File: src/rtl/instr_ctrl_unit.sv
// Multi-cycle fetch/decode/execute/writeback controller for the ALU/register-file datapath.
// Optional feature macro: OVF_TRAP_EN (trap on signed overflow of ADD/ADDI/LI).
module instr_ctrl_unit #(
  parameter int              PC_W     = 8,
  parameter logic [PC_W-1:0] RESET_PC = '0
) (
  input  logic            clk,
  input  logic            rst,
  output logic            instr_req,
  output logic [PC_W-1:0] pc,
  input  logic            instr_valid,
  input  logic [15:0]     instr,
  output logic [2:0]      rd0_addr,
  output logic [2:0]      rd1_addr,
  output logic [2:0]      wr_addr,
  output logic [3:0]      ALUOp,
  output logic            ALUSrc1,
  output logic            ALUSrc2,
  output logic [15:0]     alu_input2_instr_src,
  output logic            wr_en,
  output logic [15:0]     wr_data,
  input  logic [15:0]     result,
  input  logic            take_branch,
  input  logic            ovf,
  output logic            retire,
  output logic            illegal,
  output logic            halted,
  output logic            trap,
  output logic [2:0]      dbg_state
);

  // Fetch handshake: instr_req is high exactly while in FETCH; a word is accepted
  // on a rising edge where instr_req=1 and instr_valid=1. instr_valid is ignored otherwise.

  typedef enum logic [2:0] {
    S_FETCH  = 3'd0,
    S_DECODE = 3'd1,
    S_EXEC   = 3'd2,
    S_WB     = 3'd3,
    S_HALT   = 3'd4,
    S_TRAP   = 3'd5
  } state_t;

  state_t state, state_nxt;

  logic [15:0]     ir;
  logic [PC_W-1:0] pc_q;
  logic [PC_W-1:0] pc_nxt;
  logic [15:0]     result_q;
  logic            take_q;
  logic            ovf_q;

  // Registered decode results, held from EXEC through WB
  logic [2:0]  rd0_q, rd1_q, wra_q;
  logic [3:0]  alu_op_q;
  logic        src1_q, src2_q;
  logic [15:0] imm_q;
  logic        writes_q, branch_q, illegal_q, halt_q, ovf_chk_q;

  // Combinational decode of the instruction register
  logic [3:0]  op;
  logic [3:0]  dec_alu_op;
  logic        dec_src1, dec_src2;
  logic        dec_writes, dec_branch, dec_illegal, dec_halt, dec_ovf_chk;
  logic [15:0] dec_imm;

  logic ovf_trap;

`ifdef OVF_TRAP_EN
  assign ovf_trap = ovf_chk_q & ovf_q;
`else
  logic unused_ovf;
  assign ovf_trap   = 1'b0;
  assign unused_ovf = ^{ovf_q, ovf_chk_q};
`endif

  assign op      = ir[15:12];
  assign dec_imm = {{10{ir[5]}}, ir[5:0]};

  always_comb begin
    dec_alu_op  = op;
    dec_src1    = 1'b0;
    dec_src2    = 1'b0;
    dec_writes  = 1'b0;
    dec_branch  = 1'b0;
    dec_illegal = 1'b0;
    dec_halt    = 1'b0;
    dec_ovf_chk = 1'b0;
    case (op)
      4'h0: begin
        dec_writes  = 1'b1;
        dec_ovf_chk = 1'b1;
      end
      4'h1, 4'h2, 4'h3, 4'h4, 4'h5, 4'h8: dec_writes = 1'b1;
      4'h6, 4'h7: dec_branch = 1'b1;
      4'h9: begin
        dec_alu_op  = 4'h0;
        dec_src2    = 1'b1;
        dec_writes  = 1'b1;
        dec_ovf_chk = 1'b1;
      end
      4'hA: begin
        dec_alu_op  = 4'h0;
        dec_src1    = 1'b1;
        dec_src2    = 1'b1;
        dec_writes  = 1'b1;
        dec_ovf_chk = 1'b1;
      end
      4'hF: begin
        dec_alu_op = 4'h0;
        dec_halt   = 1'b1;
      end
      default: begin
        dec_alu_op  = 4'h0;
        dec_illegal = 1'b1;
      end
    endcase
  end

  // Branch target is computed from the already sign-extended immediate, modulo 2**PC_W
  always_comb begin
    pc_nxt = pc_q + PC_W'(1);
    if (branch_q && take_q)
      pc_nxt = pc_q + PC_W'(1) + PC_W'($signed(imm_q));
  end

  // State register
  always_ff @(posedge clk) begin
    if (rst) state <= S_FETCH;
    else     state <= state_nxt;
  end

  // Next-state logic
  always_comb begin
    state_nxt = state;
    case (state)
      S_FETCH:  if (instr_valid) state_nxt = S_DECODE;
      S_DECODE: state_nxt = S_EXEC;
      S_EXEC:   state_nxt = S_WB;
      S_WB: begin
        if (ovf_trap)    state_nxt = S_TRAP;
        else if (halt_q) state_nxt = S_HALT;
        else             state_nxt = S_FETCH;
      end
      S_HALT:   state_nxt = S_HALT;
      S_TRAP:   state_nxt = S_TRAP;
      default:  state_nxt = S_FETCH;
    endcase
  end

  // Datapath registers
  always_ff @(posedge clk) begin
    if (rst) begin
      ir        <= '0;
      pc_q      <= RESET_PC;
      result_q  <= '0;
      take_q    <= 1'b0;
      ovf_q     <= 1'b0;
      rd0_q     <= '0;
      rd1_q     <= '0;
      wra_q     <= '0;
      alu_op_q  <= '0;
      src1_q    <= 1'b0;
      src2_q    <= 1'b0;
      imm_q     <= '0;
      writes_q  <= 1'b0;
      branch_q  <= 1'b0;
      illegal_q <= 1'b0;
      halt_q    <= 1'b0;
      ovf_chk_q <= 1'b0;
    end else begin
      case (state)
        S_FETCH: if (instr_valid) ir <= instr;
        S_DECODE: begin
          rd0_q     <= ir[8:6];
          rd1_q     <= ir[5:3];
          wra_q     <= ir[11:9];
          alu_op_q  <= dec_alu_op;
          src1_q    <= dec_src1;
          src2_q    <= dec_src2;
          imm_q     <= dec_imm;
          writes_q  <= dec_writes;
          branch_q  <= dec_branch;
          illegal_q <= dec_illegal;
          halt_q    <= dec_halt;
          ovf_chk_q <= dec_ovf_chk;
        end
        S_EXEC: begin
          result_q <= result;
          take_q   <= take_branch;
          ovf_q    <= ovf;
        end
        S_WB: if (!ovf_trap) pc_q <= pc_nxt;
        default: ;
      endcase
    end
  end

  // Output logic
  always_comb begin
    instr_req = (state == S_FETCH);
    wr_en     = (state == S_WB) && writes_q && !ovf_trap;
    retire    = (state == S_WB) && !ovf_trap;
    illegal   = (state == S_WB) && illegal_q;
    halted    = (state == S_HALT) || (state == S_TRAP);
`ifdef OVF_TRAP_EN
    trap      = (state == S_TRAP);
`else
    trap      = 1'b0;
`endif
  end

  assign pc                   = pc_q;
  assign rd0_addr             = rd0_q;
  assign rd1_addr             = rd1_q;
  assign wr_addr              = wra_q;
  assign ALUOp                = alu_op_q;
  assign ALUSrc1              = src1_q;
  assign ALUSrc2              = src2_q;
  assign alu_input2_instr_src = imm_q;
  assign wr_data              = result_q;
  assign dbg_state            = state;

endmodule

File: config.mk
export PLATFORM = sky130hd
export DESIGN_NAME = instr_ctrl_unit
export DESIGN_NICKNAME = d
export VERILOG_FILES = /design/src/rtl/instr_ctrl_unit.sv
export SDC_FILE = /design/constraint.sdc
export NUM_CORES = 1
export LEC_CHECK = 0
export CORE_MARGIN = 4
export CORE_UTILIZATION = 50
export CTS_CLUSTER_SIZE = 20
export DETAILED_ROUTE_END_ITERATION = 12
export PLACE_DENSITY = 0.86
export SYNTH_ARGS = -nofsm -noshare
export SYNTH_HDL_FRONTEND = slang
export SYNTH_SLANG_ARGS = --single-unit
File: constraint.sdc
create_clock -name clk -period 3.9 [get_ports clk]
set_input_delay 0.78 -clock clk [delete_from_list [all_inputs] [get_ports clk]]
set_output_delay 0.78 -clock clk [all_outputs]
set_load 0.1 [all_outputs]
==> run_results.csv, run 1 <==
group,metric,value,unit
worst_setup_path,r2r-end,"pc[7]",
min_path,min_to,"rd0_addr[1]",
worst_setup_path,path_depth,2,
global_routing,grt.total_usage,20.52,%
drt,drt_iter0_markers,182,
logic_synthesis,syn_inst,390,
worst_setup_path,cpPeakStageDelay,1160,ps
timing,max_freq,335.3,MHz
global_routing,grt_pass1_wl,12240,µm
die,design.core.area,5956,µm²
timing,timing.final.crit_period,2983,ps
worst_setup_path,startpoint_type,"flop",
worst_setup_path,slowest_stage,"clkdlybuf4s50_1",
timing,clock_skew,7.495,ps
place,io_buffer_count,98,
die,die_area,7527,µm²
min_path,hold_path_depth,2,
logic_synthesis,synth.top_cell.area_share,42.60,%
global_routing,met3_usage,4.183,%
clock_tree,cts_resized,0,
global_routing,use_met2,34.21,%
layout,nFillCells,500,
layout,antenna_cells,0,
clock_tree,cts_tree,"built",
worst_setup_path,critPathKind,"flop to output pin",
worst_setup_path,crit_start,"dbg_state[0]",
die,die_h,86.76,µm
layout,finalNonFillerCells,543,
clock_tree,postCtsSetupRepairBufs,0,
pwr,p_per_area,409.6,nW/µm²
clock_tree,h-tree-depth,3,
global_routing,grt_pass1_vias,2633,
drt,routed_via_density,5.363,
pwr,p_leak,1.581,nW
timing,hold_viol_final,0,
logic_synthesis,yosysUniqueCellTypes,48,
pwr,ir_drop,0.3114,mV
logic_synthesis,yosysSeqAreaShare,42.60,%
clock_tree,clkSinkCount,66,
worst_setup_path,worst-path-buf-inv,1,
min_path,min_from,"ir[7]",
timing,slew_viol_final,0,
worst_setup_path,crit_arrival,2200,ps
pwr,power,1.685,mW
logic_synthesis,ys_seq_elements,66,
logic_synthesis,yosys.area.top_type,"dfxtp_1",
logic_synthesis,synthFlopType,"dfxtp_1",
logic_synthesis,postSynthAreaPerCell,7.953,µm²
die,io-pin-count,101,
logic_synthesis,yosys-top-cells-area,"dfxtp_1 43%, nand2_1 13%, a21oi_1 11%",
layout,synthToLayoutAreaGrowth,32.59,%
die,start_util,52.08,%
drt,wl,7702,µm
timing,max_slew_margin,31.42,%
drt,ant_nets,0,
clock_tree,cts_root_buffer,"clkbuf_8",
timing,grt_setup_unrepaired,"false",
place,dp_cells,527,
global_routing,use_met1,25.54,%
die,num_rows,28,
worst_setup_path,r2r_start,"pc[0]",
clock_tree,worst_skew_pair.late_latency,340,ps
clock_tree,hold_buffers,0,
min_path,hold_class,"flop to flop",
die,die_w,86.76,µm
logic_synthesis,synth_edf_count,0,
place,place_congestion,0.7540,
worst_setup_path,ff2ff_path_depth,8,
place,dp_hpwl,5501,µm
worst_setup_path,crit_fanout,9,
drt,drc,0,
worst_setup_path,cpLargestDelayFamily,"buffers and inverters",
timing,setup_viol,0,
drt,vias,2912,
run_status,status,"finished clean",
worst_setup_path,cp.required,3120,ps
global_routing,grt_most_used_layer,"met2",
logic_synthesis,synthesis.area,3102,µm²
drt,first_pass_iters,4,
global_routing,grt_max_degree,52,
clock_tree,cts_buffers,9,
layout,nets,510,
global_routing,antenna_found_initial,0,
logic_synthesis,synth_warnings,0,
logic_synthesis,async_flop_share,0,%
worst_setup_path,worstPathCellList,"nor3_4 -> clkdlybuf4s50_1",
layout,utilization,69.05,%
timing,final.setup.tns,0,ps
flow_run,maxCapViolCount,0,
clock_tree,worst_setup_hold_path_clk_slew,70,ps
worst_setup_path,endpoint_kind,"output pin",
logic_synthesis,synth_nets,437,
drt,post_drt_wl_per_cell,14.18,µm
global_routing,overflow,0,
worst_setup_path,r2r_slack,1490,ps
layout,layout-drive-gt1-share,8.547,%
timing,worstMarginPinSlew,1025,ps
timing,period_share,76.48,%
clock_tree,cts.path.max_buffers,2,
## layout by cell type (no fill, tap or decap), types with 2 or more instances in the layout
cell type	netlist	layout
a211oi_1	2	2
clkbuf_8	0	9
xor2_1	3	3
a311oi_1	2	2
clkinv_2	0	3
clkinvlp_4	0	2
buf_4	16	17
clkdlybuf4s50_1	0	81
nand3_1	5	5
inv_1	3	3
nand4_1	2	2
nor3_1	6	6
nor2b_1	6	6
nor4_1	2	2
o21ai_0	3	3
xnor2_1	7	7
nor2_1	17	17
nand2_1	108	108
dfxtp_1	66	66
o211ai_1	3	3
nand2b_1	5	5
and2_1	7	7
a21o_1	5	5
a21oi_1	66	66
a221oi_1	2	2
nand3b_1	2	2
ha_1	9	9
## layout make-up
cell class / count / area (µm²) / share of cell area [%]
sequential: 66 / 1321 / 32.13
inverter: 3 / 11.26 / 0.2738
timing repair buffer: 99 / 943.4 / 22.94
tap: 75 / 93.84 / 2.282
clock inverter: 7 / 68.82 / 1.673
multi-input combinational: 284 / 1550 / 37.69
clock buffer: 9 / 123.9 / 3.012
## metrics by stage
step / setup slack (ps) / hold slack [ps] / instance area (µm²)
detailed placement: 1294 / 442.7 / 3920
floorplan: 214.6 / 427.3 / 3102
global route: 849.6 / 458.9 / 4113
CTS: 908.0 / 452.9 / 4113
finish: 917.2 / 452.3 / 4113
global placement: 1303 / 436.1 / 3920
## state kept, by name, indices dropped and copies added (netlist names)
signal                count
take_q                    1
halt_q                    1
pc                        8
ir                       16
alu_input2_instr_src      3
ALUSrc2                   1
ALUOp                     4
wr_addr                   3
dbg_state                 3
rd1_addr                  3
wr_data                  16
writes_q                  1
ALUSrc1                   1
rd0_addr                  3
illegal_q                 1
branch_q                  1
## kinds of logic after synthesis
family                   after synthesis  share of synthesized area, %
multiplexers                           1                        0.3227
XOR/XNOR                              11                         3.348
other                                  1                        0.1209
AND/OR/NAND/NOR                      167                         24.41
adder cells (fa/ha/maj)               10                         4.276
buffers and inverters                 40                         7.423
flip-flops                            66                         42.60
AO/OA/AOI/OAI                         94                         17.51
## worst max-delay path by stage
| stage | slack (ps) | end |
|---|---|---|
| floorplan | 210 | illegal |
| global placement | 1300 | instr_req |
| detailed placement | 1290 | instr_req |
| CTS | 910 | instr_req |
| global route | 850 | instr_req |
| finish | 920 | instr_req |
## synth_stat cells (2+ instances only)
| cell type | instances |
|---|---|
| nor3_1 | 6 |
| buf_4 | 16 |
| nand3b_1 | 2 |
| nand4_1 | 2 |
| xor2_1 | 3 |
| clkbuf_1 | 10 |
| nor2b_1 | 6 |
| o21ai_0 | 3 |
| inv_1 | 3 |
| a21oi_1 | 66 |
| nor2_1 | 17 |
| nor4_1 | 2 |
| xnor2_1 | 7 |
| ha_1 | 9 |
| nand3_1 | 5 |
| a221oi_1 | 2 |
| dfxtp_1 | 66 |
| buf_2 | 10 |
| o211ai_1 | 3 |
| a311oi_1 | 2 |
| a21o_1 | 5 |
| and2_1 | 7 |
| nand2b_1 | 5 |
| nand2_1 | 108 |
| a211oi_1 | 2 |
## layer usage
metal / wire, µm / part of all wire [%]
met2: 3889 / 50
met3: 474 / 6.2
met1: 3228 / 42
met4: 110 / 1.4
met5: 0 / 0
## worst min-delay path: stages, from the launching register on
cell,delay [ps]
dfxtp_1,310
nand2_1,50
a21oi_1,50
## report_power, final
group	internal, mW	switching (mW)	total (mW)
registers	0.707	0.0301	0.737
logic	0.107	0.281	0.387
clock network	0.294	0.267	0.561
Power figures use the tool's default switching activity.
==> run 2: changes to the inputs <==
- CORE_UTILIZATION: 50 -> 46
- PLACE_DENSITY: 0.86 -> 0.8
- clock period: 3.9 -> 3.06 ns (I/O delays scaled with it)
==> run 2 against run 1 <==
Against the previous run: clock skew fell by 2.4 ps; final cell count grew 0.18%; critical path depth up 2; sequential share of layout area grew 0.98 points; final area shrank 2.8%; register-to-register slack worse by 860 ps; critical endpoint is now wr_en; largest cell class unchanged; worst setup slack lost 400 ps; routed wire length shrank 2.4%.
==> run_results.csv, run 2 (synthesis gave the netlist of run 1 again) <==
group,metric,value,unit
run_status,status,"finished clean",
timing,final.setup.tns,0,ps
drt,ant_nets,0,
layout,final_common_cell,"nand2_1",
drt,drt_iter0_markers,157,
clock_tree,cts_tree,"built",
die,io-pin-count,101,
drt,routed_via_density,5.256,
layout,antenna_cells,0,
drt,vias,2859,
worst_setup_path,crit_fanout,16,
global_routing,grt_max_degree,61,
clock_tree,h-tree-depth,3,
timing,setup_viol,0,
place,dp_cells,529,
timing,timing.final.crit_period,2540,ps
layout,layout-drive-gt1-share,18.84,%
clock_tree,hold_buffers,0,
worst_setup_path,worst-path-buf-inv,2,
pwr,p_per_area,532.9,nW/µm²
worst_setup_path,cpLargestDelayFamily,"buffers and inverters",
die,die_h,90.12,µm
layout,synthToLayoutAreaGrowth,28.92,%
clock_tree,postCtsSetupRepairBufs,0,
worst_setup_path,cp.required,2450,ps
pwr,ir_drop,0.4141,mV
timing,worstMarginPinSlew,834.6,ps
timing,slew_viol_final,0,
clock_tree,clkSinkCount,66,
clock_tree,cts_buffers,9,
clock_tree,cts_resized,0,
global_routing,grt_pass1_vias,2704,
drt,post_drt_wl_per_cell,13.82,µm
timing,clock_skew,5.109,ps
timing,hold_viol_final,0,
drt,first_pass_iters,4,
global_routing,grt_pass1_wl,12830,µm
global_routing,grt.total_usage,18.97,%
die,num_rows,29,
min_path,hold_class,"flop to flop",
worst_setup_path,worstPathCellList,"nand3b_4 -> inv_1 -> and2_2 -> buf_4",
timing,max_slew_margin,44.22,%
flow_run,maxCapViolCount,0,
clock_tree,worst_skew_pair.late_latency,340,ps
worst_setup_path,critPathKind,"flop to output pin",
die,design.core.area,6459,µm²
global_routing,antenna_found_initial,0,
layout,mostFrequentLayoutCells,"108 x nand2_1, 66 x a21oi_1, 64 x dfxtp_1, 64 x buf_4, 34 x clkdlybuf4s50_1",
die,die_w,90.12,µm
global_routing,overflow,0,
worst_setup_path,endpoint_kind,"output pin",
layout,utilization,61.91,%
timing,grt_setup_unrepaired,"false",
clock_tree,worst_setup_hold_path_clk_slew,70,ps
timing,max_freq,393.7,MHz
worst_setup_path,slowest_stage,"inv_1",
die,die_area,8121,µm²
place,dp_hpwl,5303,µm
layout,nets,510,
pwr,p_leak,1.669,nW
place,io_buffer_count,98,
clock_tree,cts_root_buffer,"clkbuf_8",
clock_tree,cts.path.max_buffers,2,
worst_setup_path,cpPeakStageDelay,410,ps
drt,drc,0,
drt,wl,7517,µm
place,place_congestion,0.7884,
layout,finalNonFillerCells,544,
worst_setup_path,startpoint_type,"flop",
worst_setup_path,crit_arrival,1930,ps
timing,period_share,83.00,%
die,start_util,48.02,%
run 2: cell count changes in the layout (fill, tap and decap cells not counted), moves of 2 or more:
| cell | delta |
|---|---|
| clkbuf_1 | +3 |
| clkinv_2 | -3 |
| dfxtp_2 | +2 |
| dfxtp_1 | -2 |
| clkdlybuf4s50_1 | -47 |
| buf_4 | +47 |
| and2_2 | +2 |
| and2_1 | -2 |
run 2: final cells by class:
| type | instances | area (µm²) |
|---|---|---|
| Clock inverter | 2 | 37.54 |
| Timing Repair Buffer | 99 | 825.8 |
| Fill cell | 610 | 2460 |
| Inverter | 3 | 11.26 |
| Multi-Input combinational cell | 284 | 1555 |
| Clock buffer | 13 | 148.9 |
| Sequential cell | 66 | 1324 |
| Tap cell | 77 | 96.34 |
run 2: through the flow:
stage	setup slack, ps	power [mW]	area [µm²]	hold WS (ps)
2_1_floorplan	97.98	1.333	3109	427.3
3_3_place_gp	746.6	1.436	3812	436.5
3_5_place_dp	660.4	1.444	3812	441.5
4_1_cts	499.1	2.153	3999	450.6
5_1_grt	392.9	2.221	3999	474.1
6_report	520.3	2.131	3999	448.9
run 2: where the power goes:
group	total, mW	switching (mW)	leakage [nW]	internal (mW)
clock	0.710	0.314	0.0897	0.395
combinational	0.480	0.354	1.04	0.127
sequential	0.941	0.0391	0.537	0.902
run 2: final timing paths:
path,from,to,slack [ps],cells after the start
hold reg to reg,ir[1],alu_input2_instr_src[1],450,2
setup reg to reg,pc[0],pc[7],630,8
hold / removal,ir[1],alu_input2_instr_src[1],450,2
setup / recovery,dbg_state[2],wr_en,520,4
run 2: per-layer routing:
metal | track usage [%] | vias up | wire, µm
met1 | 23.39 | 1312 | 3203
met2 | 30.74 | 87 | 3717
met3 | 4.174 | 14 | 411
met4 | 10.33 | 0 | 185
met5 | 0 | - | 0
li1 | - | 1446 | -
run 2: worst register-to-register path: cells and delay by family, from the launching register on:
kind                       cells  cell delay [ps]
xor gates and xnor gates       1              180
adders and majority gates      2              670
AOI/OAI and AO/OA              3              660
DFF                            1              440
and+or+nand+nor                2              340
==> edit (settings of run 1) <==
Add an input register stage for `instr_valid`, `instr`, `result`, `take_branch` and `ovf`, with the module's reset; this delays them by one clock.
--- a/src/rtl/instr_ctrl_unit.sv
+++ b/src/rtl/instr_ctrl_unit.sv
@@ -42,4 +42,26 @@
   } state_t;
 
+  logic instr_valid_q;
+  logic [15:0] instr_q;
+  logic [15:0] result_r;
+  logic take_branch_q;
+  logic ovf_r;
+
+  always_ff @(posedge clk) begin
+    if (rst) begin
+      instr_valid_q <= '0;
+      instr_q       <= '0;
+      result_r      <= '0;
+      take_branch_q <= '0;
+      ovf_r         <= '0;
+    end else begin
+      instr_valid_q <= instr_valid;
+      instr_q       <= instr;
+      result_r      <= result;
+      take_branch_q <= take_branch;
+      ovf_r         <= ovf;
+    end
+  end
+
   state_t state, state_nxt;
 
@@ -135,5 +157,5 @@
     state_nxt = state;
     case (state)
-      S_FETCH:  if (instr_valid) state_nxt = S_DECODE;
+      S_FETCH:  if (instr_valid_q) state_nxt = S_DECODE;
       S_DECODE: state_nxt = S_EXEC;
       S_EXEC:   state_nxt = S_WB;
@@ -171,5 +193,5 @@
     end else begin
       case (state)
-        S_FETCH: if (instr_valid) ir <= instr;
+        S_FETCH: if (instr_valid_q) ir <= instr_q;
         S_DECODE: begin
           rd0_q     <= ir[8:6];
@@ -187,7 +209,7 @@
         end
         S_EXEC: begin
-          result_q <= result;
-          take_q   <= take_branch;
-          ovf_q    <= ovf;
+          result_q <= result_r;
+          take_q   <= take_branch_q;
+          ovf_q    <= ovf_r;
         end
         S_WB: if (!ovf_trap) pc_q <= pc_nxt;
Formal check against the unedited RTL: not equivalent (a bounded check fails within 4 cycles, from zero or initial values and one cycle with rst high).
==> edit against run 1 <==
Synthesized cell count grew 18%; critical path depth decreased by 1; power rose by 16%; setup slack worse by 87 ps; sequential power up 47%; non-clock buffer count decreased by 1; sequential cell count grew 34; via count increased by 8.6%; area after synthesis up 27%; register-to-register slack worse by 230 ps; final cell count up 17%; routed wire length grew 5.3%; design area grew 21%; critical endpoint is now alu_input2_instr_src[15]; largest cell class is now sequential cells; largest power group unchanged; highest routed layer unchanged.
==> edit: results (changes against run 1) <==
Status
  • Status: complete, no violations

Logic synthesis
  • Netlist cell types: 37 (-23%)
  • Post-synthesis cell count: 461 (+18%)
  • Syn_nets: 508 (+16%)
  • Synth area leaders: dfxtp_1 51%, nand2_1 10%, a21oi_1 7.8%
  • Register area share after synthesis: 50.9% (+8.3 points)

Routing
  • Routed length per instance: 12.8 µm (-9.6%)
  • Vias/cell: 5.00 (-6.8%)
  • DRT iter0 DRCs: 148 (-19%)

Final layout
  • FILL cells: 649 (+30%)
  • Fraction of layout instances using a drive strength above 1: 4.90% (-3.7 points)

Global route
  • GR Util met3: 5.34% (+1.2 points)
  • GR Layer Usage met1: 19.4% (-6.1 points)
  • Met2 global-route usage: 31.2% (-3.1 points)
  • Number of global-route vias before repair: 3077 (+17%)
  • Tot GR Track Use: 17.4% (-3.1 points)
  • Global-route wire length before repair: 13700 µm (+12%)

Worst setup path
  • Reg2reg setup slack: 1260 ps (-230 ps)
  • R2R cell count: 11 (+3)
  • Max FO, Critical Path: 18 (+9)
  • Crit path DAT: 2290 ps (+90 ps)

Place
  • RePlAce Congestion: 0.861 (+14%)
  • Worst slack, placed: 1220 ps (-76.0 ps)

Clocking
  • Clock latency on the worst-skew pair: 360 ps (+20 ps)
  • Reg clk slew, reported paths: 100 ps (+30 ps)

Min path
  • Worst Hold Path EP: ir[3]$_SDFFE_PP0P_
  • Hold Crit Start: instr_q[3]$_SDFF_PP0_

Timing
  • Hold_ws: 424 ps (-28.6 ps)
  • Final Skew: 11.3 ps (+3.84 ps)

Power
  • Max VDD drop: 0.224 mV (-28%)
edit: metal layers:
metal	share of wire (%)	up-vias
met3	7.0	13
met1	43	1436
met2	49	87
met4	1.5	0
li1	-	1627
met5	0	-
edit: where the power goes:
group	leakage (nW)	switching (mW)	internal [mW]
clock network	0.0900	0.385	0.246
logic	0.910	0.165	0.0770
registers	0.817	0.0201	1.06
edit: layout make-up:
type	instances	share of cell area, %
Clock buffer	9	2.48
Timing Repair Buffer	98	19.4
Sequential cell	100	40.1
Tap cell	102	2.56
Clock inverter	7	1.33
Multi-Input combinational cell	313	33.8
Inverter	4	0.301
edit: metrics by stage:
stage | utilization [%] | instance area [µm²]
CTS | 64.9 | 4990
finish | 64.9 | 4990
detailed placement | 62.5 | 4800
global placement | 62.5 | 4800
global route | 64.9 | 4990
floorplan | - | 3930
edit: worst max path at each step:
| stage | slack [ps] | depth (start not counted) | end |
|---|---|---|---|
| 6_report | 830 | 1 | alu_input2_instr_src[15] |
| 5_1_grt | 730 | 1 | alu_input2_instr_src[8] |
| 4_1_cts | 800 | 1 | alu_input2_instr_src[15] |
| 3_5_place_dp | 1220 | 1 | alu_input2_instr_src[15] |
| 3_3_place_gp | 1260 | 1 | alu_input2_instr_src[10] |
| 2_1_floorplan | 50 | 5 | illegal |
edit: cell families (layout without fill, tap and decap cells):
group | Yosys count | after routing | synth area share (%)
and+or+nand+nor | 196 | 196 | 23.4
DFF | 100 | 100 | 50.9
AOI/OAI and AO/OA | 94 | 94 | 13.5
buffers and inverters | 48 | 118 | 6.14
xor gates and xnor gates | 12 | 12 | 2.67
adders and majority gates | 10 | 10 | 3.37
other | 1 | 1 | 0.0954
